--- config.mk ---
export PLATFORM = sky130hd
export DESIGN_NAME = win_gen_param
export DESIGN_NICKNAME = d
export VERILOG_FILES = /design/src/rtl/win_gen_param.sv
export SDC_FILE = /design/constraint.sdc
export NUM_CORES = 1
export LEC_CHECK = 0
export CAP_MARGIN = 20
export CORE_ASPECT_RATIO = 0.8
export CORE_UTILIZATION = 59
export CTS_BUF_LIST = sky130_fd_sc_hd__clkbuf_16
export DETAILED_ROUTE_END_ITERATION = 12
export GPL_ROUTABILITY_DRIVEN = 0
export GPL_TIMING_DRIVEN = 0
export PLACE_DENSITY = 0.82
export SLEW_MARGIN = 20
export SYNTH_ARGS = -nofsm -noshare
export SYNTH_HDL_FRONTEND = slang
export SYNTH_SLANG_ARGS = --single-unit
--- constraint.sdc ---
create_clock -name CLK -period 25.1 [get_ports CLK]
set_input_delay 7.53 -clock CLK [delete_from_list [all_inputs] [get_ports CLK]]
set_output_delay 7.53 -clock CLK [all_outputs]
set_load 0.02 [all_outputs]
--- src/rtl/win_gen_param.sv ---
// win_gen_param: K x K neighbourhood window fetcher for the median-filter datapath.
// On an accepted start it reads the window around (row, col) from a single-port
// image ROM, one tap per cycle in raster order. It applies zero or replicate
// border handling and then presents the whole window with a one-cycle valid pulse.
//
// Ports:
//   CLK, RSTn         clock, asynchronous active-low reset
//   start             single-cycle request, accepted only in IDLE
//   row, col          1-based centre coordinate
//   rows, cols        image height / width
//   rom_rd, rom_addr  ROM read strobe and address, read data on rom_data after RD_LAT cycles
//   win_data          window taps, tap t at [t*DW +: DW], t=0 is top-left
//   win_valid         one-cycle pulse when win_data is updated
//   busy              high from the cycle after an accepted start through the win_valid cycle
//   err               one-cycle pulse when a start is rejected for bad geometry
module win_gen_param #(
  parameter int DW          = 8,
  parameter int AW          = 18,
  parameter int DIMW        = 10,
  parameter int KSIZE       = 3,
  parameter int RD_LAT      = 2,
  parameter int BORDER_MODE = 0
) (
  input  logic                        CLK,
  input  logic                        RSTn,
  input  logic                        start,
  input  logic [DIMW-1:0]             row,
  input  logic [DIMW-1:0]             col,
  input  logic [DIMW-1:0]             rows,
  input  logic [DIMW-1:0]             cols,
  output logic                        rom_rd,
  output logic [AW-1:0]               rom_addr,
  input  logic [DW-1:0]               rom_data,
  output logic [KSIZE*KSIZE*DW-1:0]   win_data,
  output logic                        win_valid,
  output logic                        busy,
  output logic                        err
);
  localparam int KK = KSIZE * KSIZE;
  localparam int H  = (KSIZE - 1) / 2;
  localparam int KW = $clog2(KK);
  localparam int SW = DIMW + 2;
  localparam int PW = 2 * DIMW;

  typedef enum logic [1:0] {IDLE, FETCH, DRAIN, DONE} state_t;

  state_t          state;
  logic [KW-1:0]   k_q;
  logic [2:0]      dcnt;
  logic [DIMW-1:0] m_q, n_q, rows_q, cols_q;

  logic            tag_vld_p  [RD_LAT+1];
  logic            tag_zero_p [RD_LAT+1];
  logic [KW-1:0]   tag_idx_p  [RD_LAT+1];
  logic [DW-1:0]   work_q     [KK];

  // Saturate a signed coordinate into [1, hi].
  function automatic logic signed [SW-1:0] clamp_coord(input logic signed [SW-1:0] v,
                                                      input logic [DIMW-1:0] hi);
    logic signed [SW-1:0] hi_s;
    hi_s = $signed({2'b00, hi});
    if (v < SW'(1))
      return SW'(1);
    else if (v > hi_s)
      return hi_s;
    else
      return v;
  endfunction

  // Tap about to be issued at the next edge: tap 0 from the start inputs when
  // idle, otherwise the tap after k_q from the latched request.
  logic [DIMW-1:0]      cm, cn, crows, ccols;
  logic [KW-1:0]        idx;
  int                   dr_i, dc_i;
  logic signed [SW-1:0] r_s, c_s, r_cl, c_cl, r_m1, c_m1;
  logic                 in_rng, nxt_rd, geo_bad;
  logic [PW-1:0]        prod;
  logic [AW-1:0]        nxt_addr;

  always_comb begin
    if (state == IDLE) begin
      cm = row;  cn = col;  crows = rows;  ccols = cols;
      idx = '0;
    end else begin
      cm = m_q;  cn = n_q;  crows = rows_q;  ccols = cols_q;
      idx = k_q + 1'b1;
    end
    dr_i   = int'(idx) / KSIZE - H;
    dc_i   = int'(idx) % KSIZE - H;
    r_s    = $signed({2'b00, cm}) + SW'(dr_i);
    c_s    = $signed({2'b00, cn}) + SW'(dc_i);
    in_rng = (r_s >= SW'(1)) && (r_s <= $signed({2'b00, crows})) &&
             (c_s >= SW'(1)) && (c_s <= $signed({2'b00, ccols}));
    // Clamping is the identity for in-range taps, so one address path serves both modes.
    r_cl     = clamp_coord(r_s, crows);
    c_cl     = clamp_coord(c_s, ccols);
    r_m1     = r_cl - SW'(1);
    c_m1     = c_cl - SW'(1);
    prod     = {{DIMW{1'b0}}, r_m1[DIMW-1:0]} * {{DIMW{1'b0}}, ccols}
             + {{DIMW{1'b0}}, c_m1[DIMW-1:0]};
    nxt_addr = AW'(prod);
    nxt_rd   = in_rng || (BORDER_MODE == 1);
    geo_bad  = (row == '0) || (col == '0) || (row > rows) || (col > cols);
  end

  // Capture stage: the tag at the end of the pipeline lines up with rom_data.
  logic                  cap;
  logic [DW-1:0]         cap_val;
  logic [KK*DW-1:0]      win_nxt;

  always_comb begin
    cap     = tag_vld_p[RD_LAT];
    cap_val = tag_zero_p[RD_LAT] ? '0 : rom_data;
    win_nxt = '0;
    for (int t = 0; t < KK; t++)
      win_nxt[t*DW +: DW] = (cap && tag_idx_p[RD_LAT] == KW'(t)) ? cap_val : work_q[t];
  end

  always_ff @(posedge CLK)
    for (int t = 0; t < KK; t++)
      work_q[t] <= win_nxt[t*DW +: DW];

  // Control, issue stage and output shadow.
  always_ff @(posedge CLK or negedge RSTn) begin
    if (!RSTn) begin
      state     <= IDLE;
      k_q       <= '0;
      dcnt      <= '0;
      m_q       <= '0;
      n_q       <= '0;
      rows_q    <= '0;
      cols_q    <= '0;
      rom_rd    <= 1'b0;
      rom_addr  <= '0;
      win_data  <= '0;
      win_valid <= 1'b0;
      busy      <= 1'b0;
      err       <= 1'b0;
      for (int i = 0; i <= RD_LAT; i++) begin
        tag_vld_p[i]  <= 1'b0;
        tag_zero_p[i] <= 1'b0;
        tag_idx_p[i]  <= '0;
      end
    end else begin
      err          <= 1'b0;
      win_valid    <= 1'b0;
      rom_rd       <= 1'b0;
      tag_vld_p[0] <= 1'b0;
      for (int i = 1; i <= RD_LAT; i++) begin
        tag_vld_p[i]  <= tag_vld_p[i-1];
        tag_zero_p[i] <= tag_zero_p[i-1];
        tag_idx_p[i]  <= tag_idx_p[i-1];
      end

      case (state)
        IDLE: begin
          if (start) begin
            if (geo_bad) begin
              err <= 1'b1;
            end else begin
              m_q    <= row;
              n_q    <= col;
              rows_q <= rows;
              cols_q <= cols;
              k_q    <= '0;
              busy   <= 1'b1;
              state  <= FETCH;
            end
          end
        end
        FETCH: begin
          if (k_q == KW'(KK - 1)) begin
            dcnt  <= '0;
            state <= DRAIN;
          end else begin
            k_q <= k_q + 1'b1;
          end
        end
        DRAIN: begin
          if (dcnt == 3'(RD_LAT - 1)) begin
            win_data  <= win_nxt;
            win_valid <= 1'b1;
            state     <= DONE;
          end else begin
            dcnt <= dcnt + 1'b1;
          end
        end
        DONE: begin
          busy  <= 1'b0;
          state <= IDLE;
        end
        default: state <= IDLE;
      endcase

      // Issue the next tap when a fetch starts or continues.
      if ((state == IDLE && start && !geo_bad) || (state == FETCH && k_q != KW'(KK - 1))) begin
        rom_rd        <= nxt_rd;
        if (nxt_rd)
          rom_addr    <= nxt_addr;
        tag_vld_p[0]  <= 1'b1;
        tag_zero_p[0] <= !nxt_rd;
        tag_idx_p[0]  <= idx;
      end
    end
  end

endmodule
# After elaboration in Yosys (flattened, before gate mapping)
# Memories as Yosys holds them, arrays and structs flattened.
# Cells that the tools add are included.
[totals]
regBits = 161
wordCells = 142
ramBits = 72
n_memories = 1
romBits = 0
latchBits = 0
out_inout_bits = 94
[memory_table]
columns = ["name", "words", "word_bits", "rd", "rd_ports_with_merged_regs", "write_ports", "line_no", "source"]
rows = [
  ["work_q", 9, 8, 9, 0, 9, "55", "logic [DW-1:0] work_q [KK];"],
]
[classes]
div_mod_pow = 2
n_lt_le_gt_ge = 10
eq_ne = 20
addsub = 9
n_mul = 1
n_shift = 0
bitwise_logic = 1
muxes = 41
reduce_logical = 35
[op_table]
columns = ["op", "count"]
rows = [
  ["$mux 10", 8],
  ["$mux 8", 10],
  ["$div 5x3->32 const B", 1],
  ["$mod 5x3->32 const B", 1],
  ["$add 11x12->12", 2],
  ["$ge 12x2->1 const B", 2],
  ["$gt 12x11->1", 2],
  ["$le 12x11->1", 2],
  ["$lt 12x2->1 const B", 2],
  ["$sub 12x2->12 const B", 2],
  ["$gt 10x10->1", 2],
  ["$logic_not 10->1", 2],
  ["$sub 10x2->10 const B", 2],
  ["$add 18x10->18", 1],
  ["$mul 10x10->18", 1],
  ["$eq 4x3->1 const B", 4],
  ["$mux 4", 4],
  ["$logic_and 1x1->1", 15],
  ["$ne 2x2->1 const B", 6],
  ["$mux 1", 9],
  ["$reduce_and 3->1", 3],
  ["$eq 4x2->1 const B", 2],
  ["$eq 4x4->1 const B", 2],
  ["$mux 2", 4],
  ["20 further kinds", 30],
]

# Logic depth before layout (Yosys ltp)
[logic_depth]
depth_word = 11
depth_mapped = 66
depth_no_buf = 59

# Worst setup path before layout
# No wires, ideal clock.
[synth_timing]
path_type = "input to register"
start = "input port row[1]"
end = "register rom_addr[17]"
t_arrival_ps = 16843
setup_ps = 128
n_path_buf = 4
setup_slack_ps = 8129
required_ps = 24972
stages = 46
cell_sequence = "mux2i_1 ha_1 inv_1 ha_1 inv_1 fa_1 nand2b_1 a21oi_1 nor3_1 nor2_1 xnor2_1 ha_1 nand2_1 nor3_1 o21ai_0 a31oi_1 o21a_1 buf_2 [10 not listed] fa_1 fa_1 inv_1 fa_1 fa_1 inv_1 fa_1 inv_1 ha_1 and3_1 and3_1 nor2_1 a21oi_1 o21ai_0 a211o_1 o21ai_0 xnor3_1 mux2_1"
[synth_between]
elab_chain_cells = 8
elab_cells_between_ends = 23
classes_between = "3 x add/sub; 1 x mul; 5 x order compare; 3 x mux; 11 x reduce/logical"
[synth_rtl]
columns = ["item", "line_no", "source"]
rows = [
  ["start, declared", "27", "input logic [DIMW-1:0] row,"],
  ["$mux 10 / $logic_not 10->1 (equally long branches)", "81, 103", ""],
  ["$add 11x12->12 / $logic_or 1x1->1 (equally long branches)", "90, 103", ""],
  ["$gt 12x11->1 / $logic_or 1x1->1 (equally long branches)", "64, 103", ""],
  ["$mux 10 / $logic_or 1x1->1 (equally long branches)", "64, 103", ""],
  ["$mux 10 / $logic_not 1->1 (equally long branches)", "62, 196", ""],
  ["$sub 10x2->10 / $logic_and 1x1->1 (equally long branches)", "97, 196", ""],
  ["$mul 10x10->18 / $logic_or 1x1->1 (equally long branches)", "99, 196", ""],
  ["$add 18x10->18 / $reduce_and 2->1 (equally long branches)", "--", ""],
  ["end signal, assigned", "199", "rom_addr <= nxt_addr;"],
  ["end, declared", "32", "output logic [AW-1:0] rom_addr,"],
]
# Parallel ways exist; a longest one is shown, timed or not.
# A chain may end at the register's enable or synchronous reset.

# Final worst setup path
# Ends and elaborated chain as after synthesis.

==> results.tsv <==
metric	value	unit
outcome	finished, final reports clean	
Die ar.	27700	µm²
FF+latch area	5470	µm²
Post-CTS Resized	0	
clk_lat worst skew	0.56	ns
Multi-input gate area	9610	µm²
Max clock buf depth	3	
H-tree depth	1	
maximum clock rate	0.0526	GHz
most common cell after layout, fill and taps aside	nand2_1	
hold slack	0.347	ns
met2 usage	0.484	
Buf/Inv on CP	11	
clk slew on worst S/H paths	0.06	ns
met1 Use GR	0.393	
area of the mapped netlist	16000	µm²
initial DRC count	986	
CTS tree	done	
met3 usage	0.0378	
fraction of layout cells with a size suffix above 1	0.103	
library cells used by synthesis	77	
Startpoint Class	input port	
Worst Path Required	25.54	ns
fin. max-slew vios	0	
dpl hpwl	29.7	mm
Vias	12900	
RSZ-0062 raised after global routing	no	
vias in the first global route	12900	
final hold violation count	0	
Layout fillers	1979	
Syn Nets	1940	
Tcrit/Tclk final	0.757	
IO Pins	145	
async set-reset flop share out of synthesis	0.691	
busiest layer in global routing	met2	
DIE WIDTH	186	µm
most frequent cells in the layout	nand2_1 (235), inv_1 (167), dfrtp_1 (161)	
post-CTS setup buffers	0	
GRT Total Usage	0.289	
Hold-fix buffers, CTS	0	
crit path max fanout	10	
TritonCTS Buffers	25	
largest net degree at the start of global routing	98	
Setup TNS	0	ns
Slowest-stage cell, CP	a22oi_1	
Synth-to-Final Area Change	17.6	%
Slew headroom	0.322	
DRC viols	0	
Synth Instances	1679	
dpl cells	2183	
site row count	53	
Initial Util	0.604	
Critical Path AT	19.44	ns
initial antenna violation count	0	
first-pass GRT wire length	63.8	mm
Final setup viols	0	
Final nets	2114	
cell family with most CP delay	adder cells	
CTS Sinks	233	
kind of critical path	input port to register	
YS warnings	0	
antenna cell count	0	
peak per-stage delay on the critical path	0.78	ns
post-layout min period	19.01	ns
syn avg cell area	9.50	µm²
Worst Max-Slew Pin Slew	1.01	ns
Congestion Overflow GR	0	
die height	149	µm
Antenna Nets Post-Route	0	
final WL	38.8	mm
commonest register cell after synthesis	dfrtp_1	
vias per cell	5.78	
Core ar.	26400	µm²
number of max-cap violations	0	
Seq/Total Area, Yosys	0.343	
Avg WL per Cell	17.4	µm
I/O Buffers	144	
CTS Root Cell	clkbuf_16	
Hold Path Class	register to register	
clk_skew	0.0260	ns
CP Capture Type	register	
Yosys reg bits	233	
EDFF count, synth	0	
Final Instance Count excl. Fillers	2229	
iteration count of the initial detailed-routing pass	6	
==> cells in the mapped netlist, types with 8 or more instances <==
library cell  number  area, µm²
nand2_1          235        882
inv_1            164        616
dfrtp_1          161       4030
ha_1             137       1710
nor2_1           123        462
mux2_2           102       1150
o21ai_0           99        495
fa_1              73       1460
dfxtp_1           72       1440
mux2i_1           47        470
a21oi_1           43        215
nand2b_1          43        269
xnor2_1           38        333
clkbuf_1          34        128
nor2b_1           23        144
nand3_1           20        100
nor3_1            19       95.1
mux2_1            17        191
a21o_1            13       97.6
or2_2             13       81.3
xor2_1            13        114
nor4_1            12       75.1
o211ai_1          12       90.1
buf_1             10       37.5
a211oi_1           9       67.6
o21a_1             9       67.6
nand4_1            8       50.1
or3_1              8       50.1
==> worst paths after layout <==
path / from / end / slack [ns] / cells after the start
setup reg to reg: state[0]$_DFFE_PN0P_ / rom_addr[17]$_DFFE_PN0P_ / 8.47 / 64
hold reg to reg: tag_idx_p[7]$_DFF_PN0_ / tag_idx_p[3]$_DFF_PN0_ / 0.35 / 0
hold / removal: tag_idx_p[7]$_DFF_PN0_ / tag_idx_p[3]$_DFF_PN0_ / 0.35 / 0
min in group asynchronous: RSTn / win_data[28]$_DFFE_PN0P_ / 6.91 / 1
setup / recovery: row[1] / rom_addr[17]$_DFFE_PN0P_ / 6.09 / 48
max in group asynchronous: RSTn / rows_q[5]$_DFFE_PN0P_ / 17.30 / 2
==> worst register-to-register path, delay by kind of cell (launching register included) <==
family,cells,cell delay (ns)
compound gates,14,3.42
xor+xnor,2,0.85
fa+ha+maj,14,4.68
buf+inv,17,4.18
flops,1,0.40
mux,2,0.54
simple gates,15,2.47
==> kinds of logic after synthesis <==
group,count (synthesis),share of synthesized area
and+or+nand+nor,539,0.155
AOI/OAI and AO/OA,254,0.103
DFF,233,0.343
adders and majority gates,211,0.200
muxes,167,0.115
xor gates and xnor gates,52,0.0294
buffers and inverters,223,0.0556
==> flip-flops by register name, indices dropped and copies added, names as in the netlist, 4 cells and up <==
signal     flops
cols_q        10
k_q            4
m_q           10
n_q           10
rom_addr      18
rows_q        10
tag_idx_p     12
win_data      72
work_q        72
==> per-stage QoR <==
step                 util  area [µm²]  setup WS, ns
finish              0.711       18800          6.09
detailed placement  0.678       17900          5.74
global route        0.711       18800          5.53
CTS                 0.711       18800          6.28
floorplan               -       16000          8.13
global placement    0.676       17800          6.02
==> layer usage <==
metal | up-vias | routed length, µm
met4 | 0 | 1150
met3 | 87 | 2930
met5 | - | 0
met1 | 6254 | 16600
li1 | 6004 | -
met2 | 531 | 18100
==> cell type report <==
class / count / area share
Buffer: 58 / 0.0143
Clock buffer: 26 / 0.0347
Clock inverter: 20 / 0.0112
Inverter: 165 / 0.0330
Multi-Input combinational cell: 1223 / 0.512
Sequential cell: 233 / 0.292
Tap cell: 357 / 0.0238
Timing Repair Buffer: 147 / 0.0791
Power is left out: the tool's default activity adds up to more than one toggle a clock period on the data nets, which glitch-free logic cannot reach.
==> edit 1: new RTL, same flow settings <==
Change the parameter `BORDER_MODE` from 0 to 1.
--- a/src/rtl/win_gen_param.sv
+++ b/src/rtl/win_gen_param.sv
@@ -19,7 +19,7 @@
   parameter int DIMW        = 10,
   parameter int KSIZE       = 3,
   parameter int RD_LAT      = 2,
-  parameter int BORDER_MODE = 0
+  parameter int BORDER_MODE = 1
 ) (
   input  logic                        CLK,
   input  logic                        RSTn,
Function: changed (a bounded check fails within 4 cycles, from zero or initial values and one cycle with RSTn low).
==> edit 1 against the unedited design <==
- worst setup slack gained 0.39 ns
- area after synthesis shrank 1.7%
- synthesized cell count grew 0.66%
- count of clock-buffer cells in the layout shrank 1
- sequential cell count shrank 4
- highest routed layer unchanged
- final area shrank 2.2%
- routed wire length shrank 0.82%
Power is left out: the tool's default activity adds up to more than one toggle a clock period on the data nets, which glitch-free logic cannot reach.
==> edit 1: results (changes against the unedited design) <==
WL final -> 38500 um (-0.82%)
drt first pass iters -> 6 (unchanged)
multi-input logic area -> 9470 um2 (-1.4%)
Iteration-0 DRC Markers -> 1212 (+23%)
crit path DAT -> 19.02 ns (-0.42 ns)
post-cts sizing count -> 0 (unchanged)
Non-CTS buffers -> 196 (-4.4%)
buffering overhead -> 0.0920 (-0.00135)
clk cell area share -> 0.0400 (-0.00584)
Synth Area in Adders -> 0.202 (+0.00196)
inverter count -> 170 (+3.0%)
post-synthesis sequential area ratio -> 0.342 (-0.000555)
routing usage on met2 -> 0.475 (-0.00886)
net count after synthesis -> 1950 (+0.52%)
top cells by area, synth -> dfrtp_1 25%, ha_1 11%, fa_1 9.3%
DPL Wire Length -> 29300 um (-1.4%)
vias in the first global route -> 12492 (-3.2%)
seq_cells -> 229 (-1.7%)
clock buffer count from CTS -> 23 (-8.0%)
largest net degree at the start of global routing -> 84 (-14%)
sequential cell area share -> 0.293 (+0.00119)
Max H-tree Level -> 1 (unchanged)
vias per std cell -> 5.75 (-0.37%)
Async S/R FF share, synth -> 0.686 (-0.00540)
XOR/XNOR share of the synthesized area -> 0.0254 (-0.00397)
worst-path fanout max -> 10 (unchanged)
Total GRT Usage -> 0.287 (-0.00245)
predominant post-synthesis flop cell -> dfrtp_1
comb_multi_in -> 1240 (+1.4%)
fill count -> 1922 (-2.9%)
Final #Nets -> 2120 (+0.28%)
status -> finished clean
commonest cells in the netlist -> 323 x nand2_1, 165 x inv_1, 157 x dfrtp_1
CLK BUF -> 25 (-3.8%)
Slowest cell on crit path -> a21oi_1
Netlist cell types -> 80 (+3.9%)
clock latency at the later pin of the worst-skew pair -> 0.54 ns (-0.02 ns)
Clock Skews -> 0.0162 ns (-0.00972 ns)
mux cell area share after synthesis -> 0.111 (-0.00395)
first-pass GRT wire length -> 62700 um (-1.8%)
compound-cell area share of the yosys netlist -> 0.0954 (-0.00735)
GR Layer Usage met1 -> 0.397 (+0.00364)
==> edit 1: through the flow <==
step                setup WS, ns  std cells  cell area, um2  hold WS (ns)  utilization
global placement            6.33       2185           17600         0.333        0.684
detailed placement          6.04       2186           17600         0.336        0.685
global route                5.83       2228           18300         0.356        0.714
CTS                         6.55       2228           18300         0.351        0.714
floorplan                   8.30       1690           15700         0.331            -
finish                      6.48       2228           18300         0.348        0.714
==> edit 1: worst paths after layout <==
path	start	to	slack [ns]	depth (start not counted)
worst max register to register	state[1]	rom_addr[17]	8.42	63
worst min register to register	tag_idx_p[7]	tag_idx_p[3]	0.35	0
worst max-delay path	row[1]	rom_addr[17]	6.48	47
worst min-delay path	tag_idx_p[7]	tag_idx_p[3]	0.35	0
min in group asynchronous	RSTn	win_data[20]	6.95	1
max in group asynchronous	RSTn	rows_q[3]	17.34	2
==> edit 1: layer usage <==
layer	routed length, um	vias up
met5	0	-
met4	774	0
met3	2780	58
met2	18000	524
met1	16900	6238
li1	-	6002
==> edit 2: new RTL, same flow settings <==
Made on the original files. Reset style: synchronous (`RSTn`), changed in one clocked block. Comments in the files are not updated.
--- a/src/rtl/win_gen_param.sv
+++ b/src/rtl/win_gen_param.sv
@@ -121,7 +121,7 @@
       work_q[t] <= win_nxt[t*DW +: DW];
 
   // Control, issue stage and output shadow.
-  always_ff @(posedge CLK or negedge RSTn) begin
+  always_ff @(posedge CLK) begin
     if (!RSTn) begin
       state     <= IDLE;
       k_q       <= '0;
Check against the original RTL: not equivalent (Yosys sat finds a counterexample within 4 cycles, from zero or initial values and one cycle with RSTn low; the reset may be asserted at any time).
==> edit 2 against the unedited design <==
- area after synthesis decreased by 0.41%
- sequential cell count unchanged
- sequential share of layout area decreased by 3.2 points
- worst setup slack got worse by 0.67 ns
- critical endpoint is now rom_addr[16]
- final area decreased by 1.0%
- routed wire length increased by 3.7%
- largest cell class unchanged
- via count increased by 7.5%
Power is left out: the tool's default activity adds up to more than one toggle a clock period on the data nets, which glitch-free logic cannot reach.
==> edit 2: results (changes against the unedited design) <==
R2R cell count -> 67 (+4.7%)
seq_cells -> 233 (unchanged)
status -> finished clean
Area Overhead vs Synth -> 16.9%
Synth Area in Adders -> 0.200 (about the same)
Netlist cell types -> 74 (-3.9%)
Total GRT Usage -> 0.294 (+0.00509)
comb_multi_in -> 1408 (+15%)
top cells by area, synth -> dfxtp_1 27%, ha_1 11%, fa_1 9.2%
hold depth -> 1 (+1)
buffering overhead -> 0.0935 (+0.000173)
reg2reg start -> state[0]
vias in the first global route -> 13481 (+4.5%)
syn_area_per_cell -> 8.46 um2 (-11%)
clock latency at the later pin of the worst-skew pair -> 0.53 ns (-0.03 ns)
inverter count -> 171 (+3.6%)
WL final -> 40200 um (+3.7%)
DPL Wire Length -> 31100 um (+4.7%)
Final #Nets -> 2319 (+9.7%)
mux cell area share after synthesis -> 0.0653 (-0.0496)
Critical Path Max Stage Delay -> 0.76 ns (-0.02 ns)
Async S/R FF share, synth -> 0 (-0.691)
ANT cells -> 1 (+1)
Largest delay share family, worst path -> compound AO/OA/AOI/OAI gates
Worst-Margin Slew -> 0.991 ns (-0.0159 ns)
commonest cells in the netlist -> 307 x nand2_1, 218 x dfxtp_1, 169 x inv_1
first-pass GRT wire length -> 64800 um (+1.6%)
flop2flop setup slack -> 6.10 ns (-2.37 ns)
Clock Skews -> 0.0129 ns (-0.0131 ns)
hold_sp -> tag_vld_p[0]
WHS -> 0.444 ns (+0.0970 ns)
Vias -> 13846 (+7.5%)
crit path DAT -> 20.04 ns (+0.60 ns)
Iteration-0 DRC Markers -> 1256 (+27%)
register area -> 4810 um2 (-12%)
pre-CTS setup slack -> 5.21 ns (-0.525 ns)
DP Area -> 17800 um2 (-0.50%)
compound-cell area share of the yosys netlist -> 0.129 (+0.0265)
cell area after synthesis -> 15900 um2 (-0.41%)
share of cells above drive strength 1 -> 0.0458 (-0.0568)
post-synthesis sequential area ratio -> 0.303 (-0.0399)
XOR/XNOR share of the synthesized area -> 0.0276 (-0.00185)
crit path buf inv count -> 10 (-1)
-- edit 2: changes by cell type in the layout (fill, tap and decap cells not counted), moves of 41 or more --
cell,delta
a21boi_0,+90
dfrtp_1,-161
dfxtp_1,+146
mux2_2,-65
nand2_1,+72
nor2_1,+41
-- edit 2: per-layer routing --
metal / track usage / part of all wire / vias up
met5: 0 / 0 / -
met4: 0.117 / 0.036 / 0
met3: 0.0457 / 0.076 / 101
met2: 0.508 / 0.48 / 606
met1: 0.368 / 0.41 / 6501
li1: - / - / 6638
-- edit 2: worst max path at each step --
| stage | slack, ns | end | cells after the start | startpoint |
|---|---|---|---|---|
| floorplan | 7.92 | rom_addr[16] | 49 | row[1] |
| finish | 5.42 | rom_addr[16] | 50 | row[1] |
| global route | 4.65 | rom_addr[16] | 50 | row[1] |
| CTS | 5.71 | rom_addr[16] | 50 | row[1] |
| detailed placement | 5.21 | rom_addr[16] | 50 | row[1] |
| global placement | 5.33 | rom_addr[16] | 50 | row[1] |
